[src/rtl/ir_packet_transmitter.sv]
// Serialises one carrier-modulated IR control packet per SEND_PACKET strobe:
// start, car-select and four direction bursts, each followed by a carrier-off gap.
module ir_packet_transmitter #(
  parameter int CARRIER_PERIOD   = 1389,
  parameter int START_BURST      = 88,
  parameter int CAR_SELECT_BURST = 22,
  parameter int GAP_SIZE         = 40,
  parameter int ASSERT_BURST     = 44,
  parameter int DEASSERT_BURST   = 22
) (
  input  logic       CLK,
  input  logic       RST,
  input  logic       SEND_PACKET,
  input  logic [3:0] COMMAND,
  output logic       IR_LED,
  output logic       BUSY
);

  typedef enum logic [3:0] {
    S_IDLE, S_START, S_GAP1, S_CAR_SEL, S_GAP2, S_RIGHT, S_GAP3,
    S_LEFT, S_GAP4, S_BACKWARD, S_GAP5, S_FORWARD, S_GAP6
  } state_t;

  localparam logic [15:0] PHASE_LAST = 16'(CARRIER_PERIOD - 1);
  localparam logic [15:0] PHASE_HALF = 16'(CARRIER_PERIOD / 2);
  localparam logic [7:0]  SZ_START   = 8'(START_BURST);
  localparam logic [7:0]  SZ_CAR     = 8'(CAR_SELECT_BURST);
  localparam logic [7:0]  SZ_GAP     = 8'(GAP_SIZE);
  localparam logic [7:0]  SZ_ASSERT  = 8'(ASSERT_BURST);
  localparam logic [7:0]  SZ_DEASSERT = 8'(DEASSERT_BURST);

  state_t      state, state_next;
  logic [15:0] phase;
  logic [7:0]  period;
  logic [3:0]  cmd_lat;
  logic [7:0]  size;
  logic        state_done;
  logic        burst;

  always_ff @(posedge CLK) begin
    if (RST) state <= S_IDLE;
    else     state <= state_next;
  end

  always_comb begin
    size  = SZ_GAP;
    burst = 1'b0;
    case (state)
      S_START:    begin size = SZ_START; burst = 1'b1; end
      S_CAR_SEL:  begin size = SZ_CAR;   burst = 1'b1; end
      S_RIGHT:    begin size = cmd_lat[0] ? SZ_ASSERT : SZ_DEASSERT; burst = 1'b1; end
      S_LEFT:     begin size = cmd_lat[1] ? SZ_ASSERT : SZ_DEASSERT; burst = 1'b1; end
      S_BACKWARD: begin size = cmd_lat[2] ? SZ_ASSERT : SZ_DEASSERT; burst = 1'b1; end
      S_FORWARD:  begin size = cmd_lat[3] ? SZ_ASSERT : SZ_DEASSERT; burst = 1'b1; end
      default:    begin size = SZ_GAP;   burst = 1'b0; end
    endcase
  end

  assign state_done = (phase == PHASE_LAST) && (period == 8'(size - 8'd1));

  always_comb begin
    state_next = state;
    case (state)
      S_IDLE:     if (SEND_PACKET) state_next = S_START;
      S_START:    if (state_done)  state_next = S_GAP1;
      S_GAP1:     if (state_done)  state_next = S_CAR_SEL;
      S_CAR_SEL:  if (state_done)  state_next = S_GAP2;
      S_GAP2:     if (state_done)  state_next = S_RIGHT;
      S_RIGHT:    if (state_done)  state_next = S_GAP3;
      S_GAP3:     if (state_done)  state_next = S_LEFT;
      S_LEFT:     if (state_done)  state_next = S_GAP4;
      S_GAP4:     if (state_done)  state_next = S_BACKWARD;
      S_BACKWARD: if (state_done)  state_next = S_GAP5;
      S_GAP5:     if (state_done)  state_next = S_FORWARD;
      S_FORWARD:  if (state_done)  state_next = S_GAP6;
      S_GAP6:     if (state_done)  state_next = S_IDLE;
      default:                     state_next = S_IDLE;
    endcase
  end

  // Counters restart on every state change so each burst begins phase-aligned.
  always_ff @(posedge CLK) begin
    if (RST || (state == S_IDLE) || (state_next != state)) begin
      phase  <= '0;
      period <= '0;
    end else if (phase == PHASE_LAST) begin
      phase  <= '0;
      period <= period + 8'd1;
    end else begin
      phase  <= phase + 16'd1;
    end
  end

  always_ff @(posedge CLK) begin
    if (RST)                               cmd_lat <= '0;
    else if ((state == S_IDLE) && SEND_PACKET) cmd_lat <= COMMAND;
  end

  assign IR_LED = burst && (phase < PHASE_HALF);
  assign BUSY   = (state != S_IDLE);

endmodule

[config.mk]
export PLATFORM = sky130hd
export DESIGN_NAME = ir_packet_transmitter
export DESIGN_NICKNAME = d
export VERILOG_FILES = /design/src/rtl/ir_packet_transmitter.sv
export SDC_FILE = /design/constraint.sdc
export NUM_CORES = 1
export LEC_CHECK = 0
export ABC_AREA = 1
export BUFFER_PORTS_ARGS = -buffer_cell sky130_fd_sc_hd__buf_4
export CAP_MARGIN = 15
export CORE_ASPECT_RATIO = 1.1
export CORE_MARGIN = 1.5
export CORE_UTILIZATION = 60
export DETAILED_ROUTE_END_ITERATION = 10
export PLACE_DENSITY_LB_ADDON = 0.12
export SLEW_MARGIN = 25
export SYNTH_ARGS = -nofsm -noshare
export SYNTH_HDL_FRONTEND = slang
export SYNTH_SLANG_ARGS = --single-unit
[constraint.sdc]
create_clock -name CLK -period 3.9 [get_ports CLK]
set_input_delay 0.39 -clock CLK [delete_from_list [all_inputs] [get_ports CLK]]
set_output_delay 0.39 -clock CLK [all_outputs]
set_load 0.02 [all_outputs]
[After elaboration in Yosys (flattened, before gate mapping)]
Cells that the tools add are included.
Widths: inputs -> output; s select.
Word-level totals
  register bits after elaboration: 32
Operators by class
  eq/ne operators: 15
  $lt $le $gt $ge: 1
  $add $sub $neg: 3
  mux-type cells: 20
  reductions and logical operators: 9
Operators by type and width (count)
  $mux 4: 13
  $pmux 4 s13: 1
  $pmux 7 s6: 1
  $mux 6: 4
  $eq 4x4->1 const B: 5
  $add 16x1->16 const B: 1
  $eq 16x11->1 const B: 1
  $eq 4x3->1 const B: 4
  $lt 16x10->1 const B: 1
  $add 8x1->8 const B: 1
  $eq 4x2->1 const B: 2
  $eq 8x8->1: 1
  $sub 8x1->8 const B: 1
  $reduce_or 6->1: 1
  $eq 4x1->1 const B: 1
  $logic_not 4->1: 1
  $ne 4x4->1: 1
  $reduce_bool 4->1: 1
  $logic_and 1x1->1: 3
  $logic_or 1x1->1: 2
  $reduce_or 2->1: 1
  $mux 1: 1

[Logic depth before layout (Yosys ltp)]
Gate-level depths: netlist (run 1).
  depth in word-level cells: 10
  mapped depth: 24
  gate-level depth less buffers: 23

[Worst setup path after synthesis (run 1)]
No wires, ideal clock.
  path type: reg2reg
  start point: reg state[1]
  end point: reg phase[3]
  cell stages (with the launch flop): 24
  clock period less this slack: 2.722 ns
  slack: 1.178 ns
  arrival: 2.601 ns
  library setup time: 0.121 ns
  cell sequence: dfxtp_1 -> nand2_1 -> nor2_2 -> nand2_1 -> nand2_1 -> nor2_2 -> nand2_2 -> inv_1 -> ha_1 -> xor2_1 -> nand3_1 -> nor2_1 -> nand4_1 -> nor2_1 -> nand2_1 -> nor2_2 -> nand2_1 -> nand3_2 -> nand2_1 -> nand2_1 -> nand2_2 -> nand3_4 -> buf_12 -> nor2_4
On the way
  longest elaborated chain between the ends: 10
  elaborated cells on any way between the ends: 35
  classes of those cells: 1 x add/sub; 14 x eq/ne; 15 x mux; 5 x reduce/logical
RTL lines
  start: declaration: RTL line 32  | state_t state, state_next;
  start signal: assignment: RTL line 42  | else state <= state_next;
  $eq 4x4->1 (tied with other cells): RTL line 48, 63
  $pmux 7 s6: RTL line 48  | case (state)
  $sub 8x1->8: RTL line 59  | assign state_done = (phase == PHASE_LAST) && (period == 8'(size - 8'd1));
  $eq 8x8->1: RTL line 59
  $logic_and 1x1->1: RTL line 59
  $mux 4 (tied with other cells): RTL line 76  | S_GAP6: if (state_done) state_next = S_IDLE;
  $pmux 4 s13: RTL line 63  | case (state)
  $ne 4x4->1: RTL line 83  | if (RST || (state == S_IDLE) || (state_next != state)) begin
  $logic_or 1x1->1 *: RTL line 83
  $reduce_or 2->1 (no line) *
  end signal: assignment: RTL line 90  | phase <= phase + 16'd1;
  end: declaration: RTL line 33  | logic [15:0] phase;
Mark *: on every way between the ends. The rest lies on a longest branch, timed or not.
A chain may end at the register's enable or synchronous reset.

[Worst setup path after layout (run 1)]
  start point: reg state[1]
  end point: reg phase[0]
Same word-level chain as after synthesis.

==> results of run 1 <==
power breakdown:
part	leakage [nW]	switching (W)	internal, W
clock	0.0422	0.000116	0.000134
combinational	0.587	0.0000294	0.0000161
sequential	0.259	0.00000326	0.000331
total	0.888	0.000149	0.000482
metal layers:
layer	up-vias	track usage, %
met1	795	28.6
met4	0	11.6
met2	18	40.3
met3	9	5.67
met5	-	0
li1	941	-
per-stage QoR:
stage,utilization (%),setup WS (ns),hold WS (ns),std cells,area [sq um]
after floorplan,-,1.18,0.417,290,2030
after global placement,67.3,0.687,0.428,330,2100
after detailed placement,67.3,0.609,0.445,330,2100
after CTS,69.7,0.575,0.208,338,2180
after global routing,69.7,0.186,0.204,338,2180
final,69.7,0.565,0.222,338,2180
cells by family after synthesis:
family,count (synthesis)
flops,32
compound gates,23
buf+inv,57
xor+xnor,22
simple gates,152
fa+ha+maj,4
flip-flops by register name, indices dropped and copies added, names as in the netlist:
signal   cells
phase       16
period       8
cmd_lat      4
state        4
placed cells by master, fill, tap and decap left out, drive strengths merged:
cell	n
nand4	9
nor4	1
nand2	46
o211ai	1
nor2	57
a22oi	1
a221oi	1
o21ai	6
ha	4
buf	8
dfxtp	32
clkinv	1
o21a	1
xnor2	5
o31ai	1
and3	1
a31oi	2
nand3	32
clkbuf	6
a21oi	10
bufinv	1
or2	1
inv	55
xor2	17
nor3	5
critical path, delay by kind of cell, from the launching register on:
family / cells / cell delay (ns)
buffers and inverters: 2 / 0.23
DFF: 1 / 0.52
and+or+nand+nor: 17 / 2.02
adders and majority gates: 1 / 0.30
xor gates and xnor gates: 1 / 0.18
worst paths after layout:
| kind | startpoint | end | slack (ns) | cells after the start |
|---|---|---|---|---|
| min reg2reg | phase[0] | phase[0] | 0.45 | 1 |
| min | RST | state[3] | 0.22 | 2 |
| max reg2reg | state[1] | phase[0] | 0.57 | 21 |
| max | state[1] | phase[0] | 0.57 | 21 |
synth_stat cells:
master / count
sky130_fd_sc_hd__o21a_1: 1
sky130_fd_sc_hd__nor2_2: 8
sky130_fd_sc_hd__or2_2: 1
sky130_fd_sc_hd__nand2_2: 6
sky130_fd_sc_hd__xnor2_1: 5
sky130_fd_sc_hd__o31ai_1: 1
sky130_fd_sc_hd__nand2_1: 40
sky130_fd_sc_hd__nor3_1: 5
sky130_fd_sc_hd__dfxtp_1: 32
sky130_fd_sc_hd__and3_1: 1
sky130_fd_sc_hd__a21oi_1: 10
sky130_fd_sc_hd__nand3_1: 29
sky130_fd_sc_hd__nand3_2: 2
sky130_fd_sc_hd__inv_2: 3
sky130_fd_sc_hd__a22oi_1: 1
sky130_fd_sc_hd__nand3_4: 1
sky130_fd_sc_hd__nor2_4: 10
sky130_fd_sc_hd__nand4_1: 9
sky130_fd_sc_hd__buf_12: 1
sky130_fd_sc_hd__inv_1: 52
sky130_fd_sc_hd__ha_1: 4
sky130_fd_sc_hd__buf_2: 1
sky130_fd_sc_hd__a221oi_1: 1
sky130_fd_sc_hd__nor2_1: 39
sky130_fd_sc_hd__xor2_1: 17
sky130_fd_sc_hd__nor4_1: 1
sky130_fd_sc_hd__a31oi_1: 2
sky130_fd_sc_hd__o211ai_1: 1
sky130_fd_sc_hd__o21ai_0: 6
final cells by class:
cell class / count / area [sq um] / area share (%)
sequential: 32 / 641 / 29.4
multi-input combinational: 201 / 1150 / 52.9
inverter: 55 / 206 / 9.47
clock buffer: 6 / 41.3 / 1.89
tap: 34 / 42.5 / 1.95
timing repair buffer: 8 / 60.1 / 2.76
clock inverter: 2 / 35.0 / 1.61
==> report_table.html, run 1 <==
<table>
<tr><th>Metric</th><th>Value</th></tr>
<tr><th colspan="2">Layout</th></tr>
<tr><td>Proportion of layout cells with a drive suffix above 1</td><td>15.1%</td></tr>
<tr><td>Number of inserted diodes</td><td>0</td></tr>
<tr><td>Fill cell total of the finished layout</td><td>292</td></tr>
<tr><td>Number of nets at the end of the flow</td><td>314</td></tr>
<tr><td>Area growth from synthesis to layout</td><td>7.60%</td></tr>
<tr><th colspan="2">Setup path</th></tr>
<tr><td>CP max stage delay</td><td>0.52 ns</td></tr>
<tr><td>Worst-path maximum fanout</td><td>16</td></tr>
<tr><td>Chain of cells forming the critical path</td><td>nand2_1, inv_1, nand3_1, nand2_1, nor2_2, nand2_2, inv_1, ha_1, xor2_1, nand3_1, nor2_1, nand4_1, nor2_1, nand2_1, nor2_2, nand2_1, nand3_2, nand3_1, nand2_2, nand3_4, nor2_1</td></tr>
<tr><td>Required time at the endpoint of the critical path</td><td>4.17 ns</td></tr>
<tr><td>Crit. End Element</td><td>register</td></tr>
<tr><td>Most common cell on crit path</td><td>sky130_fd_sc_hd__nand2_1</td></tr>
<tr><td>Type of element launching the critical path</td><td>register</td></tr>
<tr><td>Startpoint-to-endpoint class of the critical path</td><td>register to register</td></tr>
<tr><td>Slowest library cell on the worst path</td><td>sky130_fd_sc_hd__dfxtp_1</td></tr>
<tr><td>Critical Path AT</td><td>between 3 and 4 ns</td></tr>
<tr><th colspan="2">Logic synthesis</th></tr>
<tr><td>Post-Synth XOR/XNOR Area</td><td>9.51%</td></tr>
<tr><td>Syn_nets</td><td>301</td></tr>
<tr><td>Multiplexer area fraction after synthesis</td><td>0%</td></tr>
<tr><td>Combinational family with the most area after synthesis</td><td>simple AND/OR/NAND/NOR gates</td></tr>
<tr><td>Average footprint of a synthesized cell</td><td>6.99 sq um</td></tr>
<tr><td>Post-Syn Area</td><td>~2000 sq um</td></tr>
<tr><td>Basic-gate share of the synthesized area counting and, or, nand and nor cells</td><td>roughly 38%</td></tr>
<tr><td>Yosys top cell by area</td><td>sky130_fd_sc_hd__dfxtp_1</td></tr>
<tr><td>Share of the synthesized area in the top cell type</td><td>31.6%</td></tr>
<tr><td>Cells after synthesis</td><td>290</td></tr>
<tr><td>Post-synthesis share of cell area spent on full adders, half adders and majority gates</td><td>around 2.5%</td></tr>
<tr><td>Synth area leaders</td><td>sky130_fd_sc_hd__dfxtp_1 (32%), sky130_fd_sc_hd__inv_1 (9.6%), sky130_fd_sc_hd__nand2_1 (7.4%)</td></tr>
<tr><td>Compound-gate portion of the synthesized area</td><td>under 10%</td></tr>
<tr><td>Register area share after synthesis</td><td>31.6%</td></tr>
<tr><td>Total of flip-flops plus latches after synthesis</td><td>32</td></tr>
<tr><td>Post-synthesis cell type count</td><td>29</td></tr>
<tr><td>Yosys warnings</td><td>0</td></tr>
<tr><th colspan="2">Outcome</th></tr>
<tr><td>Run status</td><td>completed</td></tr>
<tr><th colspan="2">Timing</th></tr>
<tr><td>Portion of the clock cycle consumed by the worst path in the final layout</td><td>between 80 and 90%</td></tr>
<tr><td>Worst-Margin Slew</td><td>0.526 ns</td></tr>
<tr><td>Maximum clock frequency</td><td>300 MHz</td></tr>
<tr><td>Relative max-transition margin</td><td>64.6%</td></tr>
<tr><td>Number of setup violations in the final report</td><td>0</td></tr>
<tr><td>RSZ-0062 raised after global routing</td><td>no</td></tr>
<tr><td>Final min period</td><td>3.33 ns</td></tr>
<tr><td>Max-slew violation count</td><td>0</td></tr>
<tr><td>Final clock skew</td><td>0.0160 ns</td></tr>
<tr><td>Final setup TNS</td><td>0 ns</td></tr>
<tr><td>Number of hold violations in the final report</td><td>0</td></tr>
<tr><th colspan="2">CTS</th></tr>
<tr><td>TritonCTS Buffers</td><td>5</td></tr>
<tr><td>CTS tree</td><td>built</td></tr>
<tr><td>Clk root buf</td><td>sky130_fd_sc_hd__clkbuf_4</td></tr>
<tr><td>Clock latency on the worst-skew pair</td><td>0.34 ns</td></tr>
<tr><td>Number of sinks driven by the clock tree</td><td>32</td></tr>
<tr><td>Number of H-tree branching levels</td><td>2</td></tr>
<tr><td>Worst-case clock buffer depth</td><td>2</td></tr>
<tr><td>Number of setup buffers added after CTS</td><td>0</td></tr>
<tr><td>Hold buffer count at cts</td><td>0</td></tr>
<tr><td>Quantity of gates resized following cts</td><td>0</td></tr>
<tr><td>Post-CTS clock slew at the launch and capture registers of the worst setup and hold paths</td><td>roughly 0.11 ns</td></tr>
<tr><th colspan="2">Die</th></tr>
<tr><td>Die area</td><td>3730 sq um</td></tr>
<tr><td>Initial core utilization</td><td>64.8%</td></tr>
<tr><td>Die Wd</td><td>roughly 60 um</td></tr>
<tr><td>Std-Cell Core Area</td><td>3130 sq um</td></tr>
<tr><td>Die outline height</td><td>63.9 um</td></tr>
<tr><td>I/O Pins</td><td>9</td></tr>
<tr><td>Number of standard-cell rows in the floorplan</td><td>21</td></tr>
<tr><th colspan="2">Pwr</th></tr>
<tr><td>Power, Total</td><td>0.000630 W</td></tr>
<tr><td>Power per cell area</td><td>about 290 nW/um^2</td></tr>
<tr><td>Worst IR Drop VDD</td><td>about 0.00033 V</td></tr>
<tr><td>Leakage power of the design</td><td>0.888 nW</td></tr>
<tr><th colspan="2">Route</th></tr>
<tr><td>Highest metal layer with signal wires</td><td>met4</td></tr>
<tr><td>Post-DR vias/cell</td><td>5.22</td></tr>
<tr><td>Antenna-violating nets left</td><td>0</td></tr>
<tr><td>Routed length on met2</td><td>roughly 1900 um</td></tr>
<tr><td>DRC violations left</td><td>0</td></tr>
<tr><td>1st-pass router iterations</td><td>4</td></tr>
<tr><td>Met3 WL post-DR</td><td>93 um</td></tr>
<tr><td>Post-Route WL</td><td>~3800 um</td></tr>
<tr><td>Post-DR wirelength/cell</td><td>between 10 and 15 um</td></tr>
<tr><td>Routed vias</td><td>1763</td></tr>
<tr><td>DRT iter0 DRCs</td><td>slightly below 90</td></tr>
<tr><td>Total routed wire length on the met1 layer</td><td>1710 um</td></tr>
<tr><th colspan="2">Placement</th></tr>
<tr><td>HPWL after detailed placement</td><td>~2900 um</td></tr>
<tr><td>Weighted congestion reported at the end of routability-driven placement</td><td>about 0.86</td></tr>
<tr><td>Number of input and output port buffers inserted</td><td>8</td></tr>
<tr><th colspan="2">Global route</th></tr>
<tr><td>Global-route wire length before repair</td><td>between 7000 and 8000 um</td></tr>
<tr><td>Vias in the first global route</td><td>1695</td></tr>
<tr><td>Largest net degree at the start of global routing</td><td>17</td></tr>
<tr><td>Tot GR Track Use</td><td>between 20% and 30%</td></tr>
<tr><td>Number of antenna violations at the first check in global routing</td><td>0</td></tr>
<tr><td>Congestion Overflow GR</td><td>0</td></tr>
<tr><th colspan="2">Min path</th></tr>
<tr><td>Class of the tightest hold or removal check</td><td>input port to register</td></tr>
<tr><th colspan="2">Run</th></tr>
<tr><td>Max Cap Violations</td><td>0</td></tr>
</table>
Note: power is estimated with default switching activity, not from simulation.
==> run 2, diff against run 1 <==
--- a/config.mk
+++ b/config.mk
@@ -8,11 +8,14 @@
 export ABC_AREA = 1
 export BUFFER_PORTS_ARGS = -buffer_cell sky130_fd_sc_hd__buf_4
 export CAP_MARGIN = 15
+export CELL_PAD_IN_SITES_DETAIL_PLACEMENT = 1
+export CELL_PAD_IN_SITES_GLOBAL_PLACEMENT = 1
 export CORE_ASPECT_RATIO = 1.1
 export CORE_MARGIN = 1.5
-export CORE_UTILIZATION = 60
+export CORE_UTILIZATION = 44
 export DETAILED_ROUTE_END_ITERATION = 10
 export PLACE_DENSITY_LB_ADDON = 0.12
+export RECOVER_POWER = 100
 export SLEW_MARGIN = 25
 export SYNTH_ARGS = -nofsm -noshare
 export SYNTH_HDL_FRONTEND = slang
==> report_table.html, run 2 (synthesis results as in run 1) <==
<table>
<tr><th>Metric</th><th>Value</th></tr>
<tr><th colspan="2">Outcome</th></tr>
<tr><td>Run status</td><td>completed</td></tr>
<tr><th colspan="2">Timing</th></tr>
<tr><td>Max-slew violation count</td><td>0 (unchanged)</td></tr>
<tr><td>Maximum clock frequency</td><td>297 MHz (-1.1%)</td></tr>
<tr><td>Final min period</td><td>3.37 ns (+0.0373 ns)</td></tr>
<tr><td>Final clock skew</td><td>0.0105 ns (-0.00544 ns)</td></tr>
<tr><td>Worst setup margin</td><td>0.528 ns (-0.0373 ns)</td></tr>
<tr><td>Worst-Margin Slew</td><td>0.525 ns (-0.000675 ns)</td></tr>
<tr><td>Number of hold violations in the final report</td><td>0 (unchanged)</td></tr>
<tr><td>Number of setup violations in the final report</td><td>0 (unchanged)</td></tr>
<tr><td>Final setup TNS</td><td>0 ns (unchanged)</td></tr>
<tr><td>RSZ-0062 raised after global routing</td><td>no</td></tr>
<tr><td>Relative max-transition margin</td><td>64.7% (about the same)</td></tr>
<tr><td>Worst-case hold slack</td><td>0.293 ns (+0.0708 ns)</td></tr>
<tr><td>Portion of the clock cycle consumed by the worst path in the final layout</td><td>86.5% (+0.96 points)</td></tr>
<tr><th colspan="2">Layout</th></tr>
<tr><td>Fill cell total of the finished layout</td><td>590 (+100%)</td></tr>
<tr><td>Area of the multi-input gates</td><td>1120 sq um (-2.8%)</td></tr>
<tr><td>Proportion of layout cells with a drive suffix above 1</td><td>12.8% (-2.3 points)</td></tr>
<tr><td>Most flops, register</td><td>phase</td></tr>
<tr><td>Area used by sequential logic in the layout</td><td>641 sq um (unchanged)</td></tr>
<tr><td>Area growth from synthesis to layout</td><td>7.84%</td></tr>
<tr><td>Top flop regs</td><td>phase x16, period x8</td></tr>
<tr><td>Number of inserted diodes</td><td>0 (unchanged)</td></tr>
<tr><td>Number of nets at the end of the flow</td><td>314 (unchanged)</td></tr>
<tr><td>Commonest cells after routing, fill and taps aside</td><td>sky130_fd_sc_hd__inv_1 (52), sky130_fd_sc_hd__nor2_1 (45), sky130_fd_sc_hd__nand2_1 (41), sky130_fd_sc_hd__dfxtp_1 (32), sky130_fd_sc_hd__nand3_1 (29)</td></tr>
<tr><td>Commonest non-fill, non-tap cell in the layout</td><td>sky130_fd_sc_hd__inv_1</td></tr>
<tr><td>Largest register FFs</td><td>16 (unchanged)</td></tr>
<tr><th colspan="2">Die</th></tr>
<tr><td>I/O Pins</td><td>9 (unchanged)</td></tr>
<tr><td>Initial core utilization</td><td>46.6% (-18 points)</td></tr>
<tr><td>Die area</td><td>5020 sq um (+34%)</td></tr>
<tr><td>Std-Cell Core Area</td><td>4350 sq um (+39%)</td></tr>
<tr><td>Number of standard-cell rows in the floorplan</td><td>25 (+19%)</td></tr>
<tr><td>Die outline height</td><td>74.2 um (+16%)</td></tr>
<tr><td>Die Wd</td><td>67.7 um (+16%)</td></tr>
<tr><th colspan="2">Setup path</th></tr>
<tr><td>Critical Path AT</td><td>3.58 ns (-0.02 ns)</td></tr>
<tr><td>Worst-path maximum fanout</td><td>16 (unchanged)</td></tr>
<tr><td>Required time at the endpoint of the critical path</td><td>4.11 ns (-0.06 ns)</td></tr>
<tr><td>Type of element launching the critical path</td><td>register</td></tr>
<tr><td>Startpoint-to-endpoint class of the critical path</td><td>register to register</td></tr>
<tr><td>Crit. End Element</td><td>register</td></tr>
<tr><th colspan="2">Route</th></tr>
<tr><td>Antenna-violating nets left</td><td>0 (unchanged)</td></tr>
<tr><td>DRC violations left</td><td>0 (unchanged)</td></tr>
<tr><td>DRT iter0 DRCs</td><td>98 (+13%)</td></tr>
<tr><td>Post-Route WL</td><td>4470 um (+18%)</td></tr>
<tr><td>Post-DR vias/cell</td><td>5.03 (-3.5%)</td></tr>
<tr><td>1st-pass router iterations</td><td>4 (unchanged)</td></tr>
<tr><td>Post-DR wirelength/cell</td><td>12.5 um (+12%)</td></tr>
<tr><td>Routed vias</td><td>1802 (+2.2%)</td></tr>
<tr><th colspan="2">Pwr</th></tr>
<tr><td>Net switching power figure</td><td>0.000161 W (+8.0%)</td></tr>
<tr><td>Sequential share of power</td><td>51.6% (-1.5 points)</td></tr>
<tr><td>Worst IR Drop VDD</td><td>0.000158 V (-52%)</td></tr>
<tr><td>Clock network fraction of design power</td><td>41.4% (+1.7 points)</td></tr>
<tr><td>Fraction of power consumed by combinational cells</td><td>7.0% (-0.2 points)</td></tr>
<tr><td>Net Sw Frac</td><td>24.8% (+1.2 points)</td></tr>
<tr><td>Power per cell area</td><td>297 nW/um^2 (+2.6%)</td></tr>
<tr><td>Cell internal pwr</td><td>0.000487 W (+1.2%)</td></tr>
<tr><td>Leakage power of the design</td><td>0.893 nW (+0.52%)</td></tr>
<tr><th colspan="2">CTS</th></tr>
<tr><td>Clk root buf</td><td>sky130_fd_sc_hd__clkbuf_8</td></tr>
<tr><td>Number of setup buffers added after CTS</td><td>0 (unchanged)</td></tr>
<tr><td>Clock latency on the worst-skew pair</td><td>0.29 ns (-0.05 ns)</td></tr>
<tr><td>Number of H-tree branching levels</td><td>2 (unchanged)</td></tr>
<tr><td>Post-CTS clock slew at the launch and capture registers of the worst setup and hold paths</td><td>0.07 ns (-0.04 ns)</td></tr>
<tr><td>Worst-case clock buffer depth</td><td>2 (unchanged)</td></tr>
<tr><td>TritonCTS Buffers</td><td>5 (unchanged)</td></tr>
<tr><td>CTS tree</td><td>built</td></tr>
<tr><td>Quantity of gates resized following cts</td><td>0 (unchanged)</td></tr>
<tr><td>Number of sinks driven by the clock tree</td><td>32 (unchanged)</td></tr>
<tr><td>Hold buffer count at cts</td><td>0 (unchanged)</td></tr>
<tr><th colspan="2">Global route</th></tr>
<tr><td>Global-route wire length before repair</td><td>7890 um (+12%)</td></tr>
<tr><td>Busiest grt layer</td><td>met2</td></tr>
<tr><td>Number of antenna violations at the first check in global routing</td><td>0 (unchanged)</td></tr>
<tr><td>Tot GR Track Use</td><td>20.7% (-3.4 points)</td></tr>
<tr><td>Met2 GRT Util</td><td>35.0% (-5.3 points)</td></tr>
<tr><td>Met1 GRT Util</td><td>25.7% (-2.9 points)</td></tr>
<tr><td>Vias in the first global route</td><td>1768 (+4.3%)</td></tr>
<tr><td>Met3 routing resource usage after global routing</td><td>4.24% (-1.4 points)</td></tr>
<tr><td>Congestion Overflow GR</td><td>0 (unchanged)</td></tr>
<tr><td>Largest net degree at the start of global routing</td><td>17 (unchanged)</td></tr>
<tr><th colspan="2">Run</th></tr>
<tr><td>Max Cap Violations</td><td>0 (unchanged)</td></tr>
<tr><th colspan="2">Placement</th></tr>
<tr><td>Number of input and output port buffers inserted</td><td>8 (unchanged)</td></tr>
<tr><td>Pre-CTS worst setup slack</td><td>0.572 ns (-0.0374 ns)</td></tr>
<tr><td>HPWL after detailed placement</td><td>3550 um (+24%)</td></tr>
<tr><td>Weighted congestion reported at the end of routability-driven placement</td><td>0.853 (-0.79%)</td></tr>
<tr><th colspan="2">Min path</th></tr>
<tr><td>Class of the tightest hold or removal check</td><td>input port to register</td></tr>
</table>
==> run 2: cell types whose count changed in the layout (fill, tap and decap cells not counted), sizes merged <==
cell    delta
buf        -1
bufinv     -1
clkbuf     +1
clkinv     +1
==> run 2: path summary, 6_finish.rpt <==
check	cells past startpoint	from	endpoint	slack, ns
worst min register to register	1	phase[0]	phase[0]	0.45
worst max register to register	21	state[1]	phase[3]	0.53
worst max-delay path	21	state[1]	phase[3]	0.53
worst min-delay path	2	RST	state[0]	0.29
==> run 2: cell type report <==
type                    instances  area share [%]
clock inverters                 2           0.458
flip-flops and latches         32            29.3
repair buffers                  8            2.58
inverters                      55            9.45
clock buffers                   6            3.78
multi-input cells             201            51.3
well taps                      54            3.09
==> run 2: power by group through the flow <==
stage          Combinational, W  Sequential [W]  Clock (W)
6_report              0.0000455        0.000335   0.000268
5_1_grt               0.0000521        0.000335   0.000288
4_1_cts               0.0000477        0.000334   0.000276
3_5_place_dp          0.0000475        0.000342          0
3_3_place_gp          0.0000465        0.000342          0
2_1_floorplan         0.0000345        0.000341          0
==> run 2: through the flow <==
step / std cells / total power (W) / util [%] / area [sq um]
6_report: 358 / 0.000648 / 50.2 / 2180
3_3_place_gp: 350 / 0.000388 / 48.9 / 2130
3_5_place_dp: 350 / 0.000389 / 48.9 / 2130
4_1_cts: 358 / 0.000658 / 51.1 / 2220
2_1_floorplan: 290 / 0.000376 / - / 2030
5_1_grt: 358 / 0.000675 / 50.2 / 2180
==> run 2: critical path, stage by stage, from the launching register on <==
cell                      delay, ns
sky130_fd_sc_hd__dfxtp_1       0.49
sky130_fd_sc_hd__nand2_1       0.13
sky130_fd_sc_hd__nor2_2        0.20
sky130_fd_sc_hd__nand2_1       0.10
sky130_fd_sc_hd__nand2_1       0.09
sky130_fd_sc_hd__nor2_1        0.07
sky130_fd_sc_hd__nand2_1       0.13
sky130_fd_sc_hd__inv_1         0.06
sky130_fd_sc_hd__ha_1          0.29
sky130_fd_sc_hd__xor2_1        0.18
sky130_fd_sc_hd__nand3_1       0.09
sky130_fd_sc_hd__nor2_1        0.11
sky130_fd_sc_hd__nand4_1       0.13
sky130_fd_sc_hd__nor2_1        0.10
sky130_fd_sc_hd__nand2_1       0.05
sky130_fd_sc_hd__nor2_1        0.19
sky130_fd_sc_hd__nand2_1       0.12
sky130_fd_sc_hd__nand3_2       0.11
sky130_fd_sc_hd__nand3_1       0.08
sky130_fd_sc_hd__nand2_2       0.12
sky130_fd_sc_hd__nand3_4       0.26
sky130_fd_sc_hd__nor2_1        0.19
==> run 2: metal layers <==
| metal | vias to the layer above | wire, um |
|---|---|---|
| met1 | 846 | 2120 |
| li1 | 934 | - |
| met4 | 0 | 84 |
| met3 | 7 | 97 |
| met5 | - | 0 |
| met2 | 15 | 2170 |
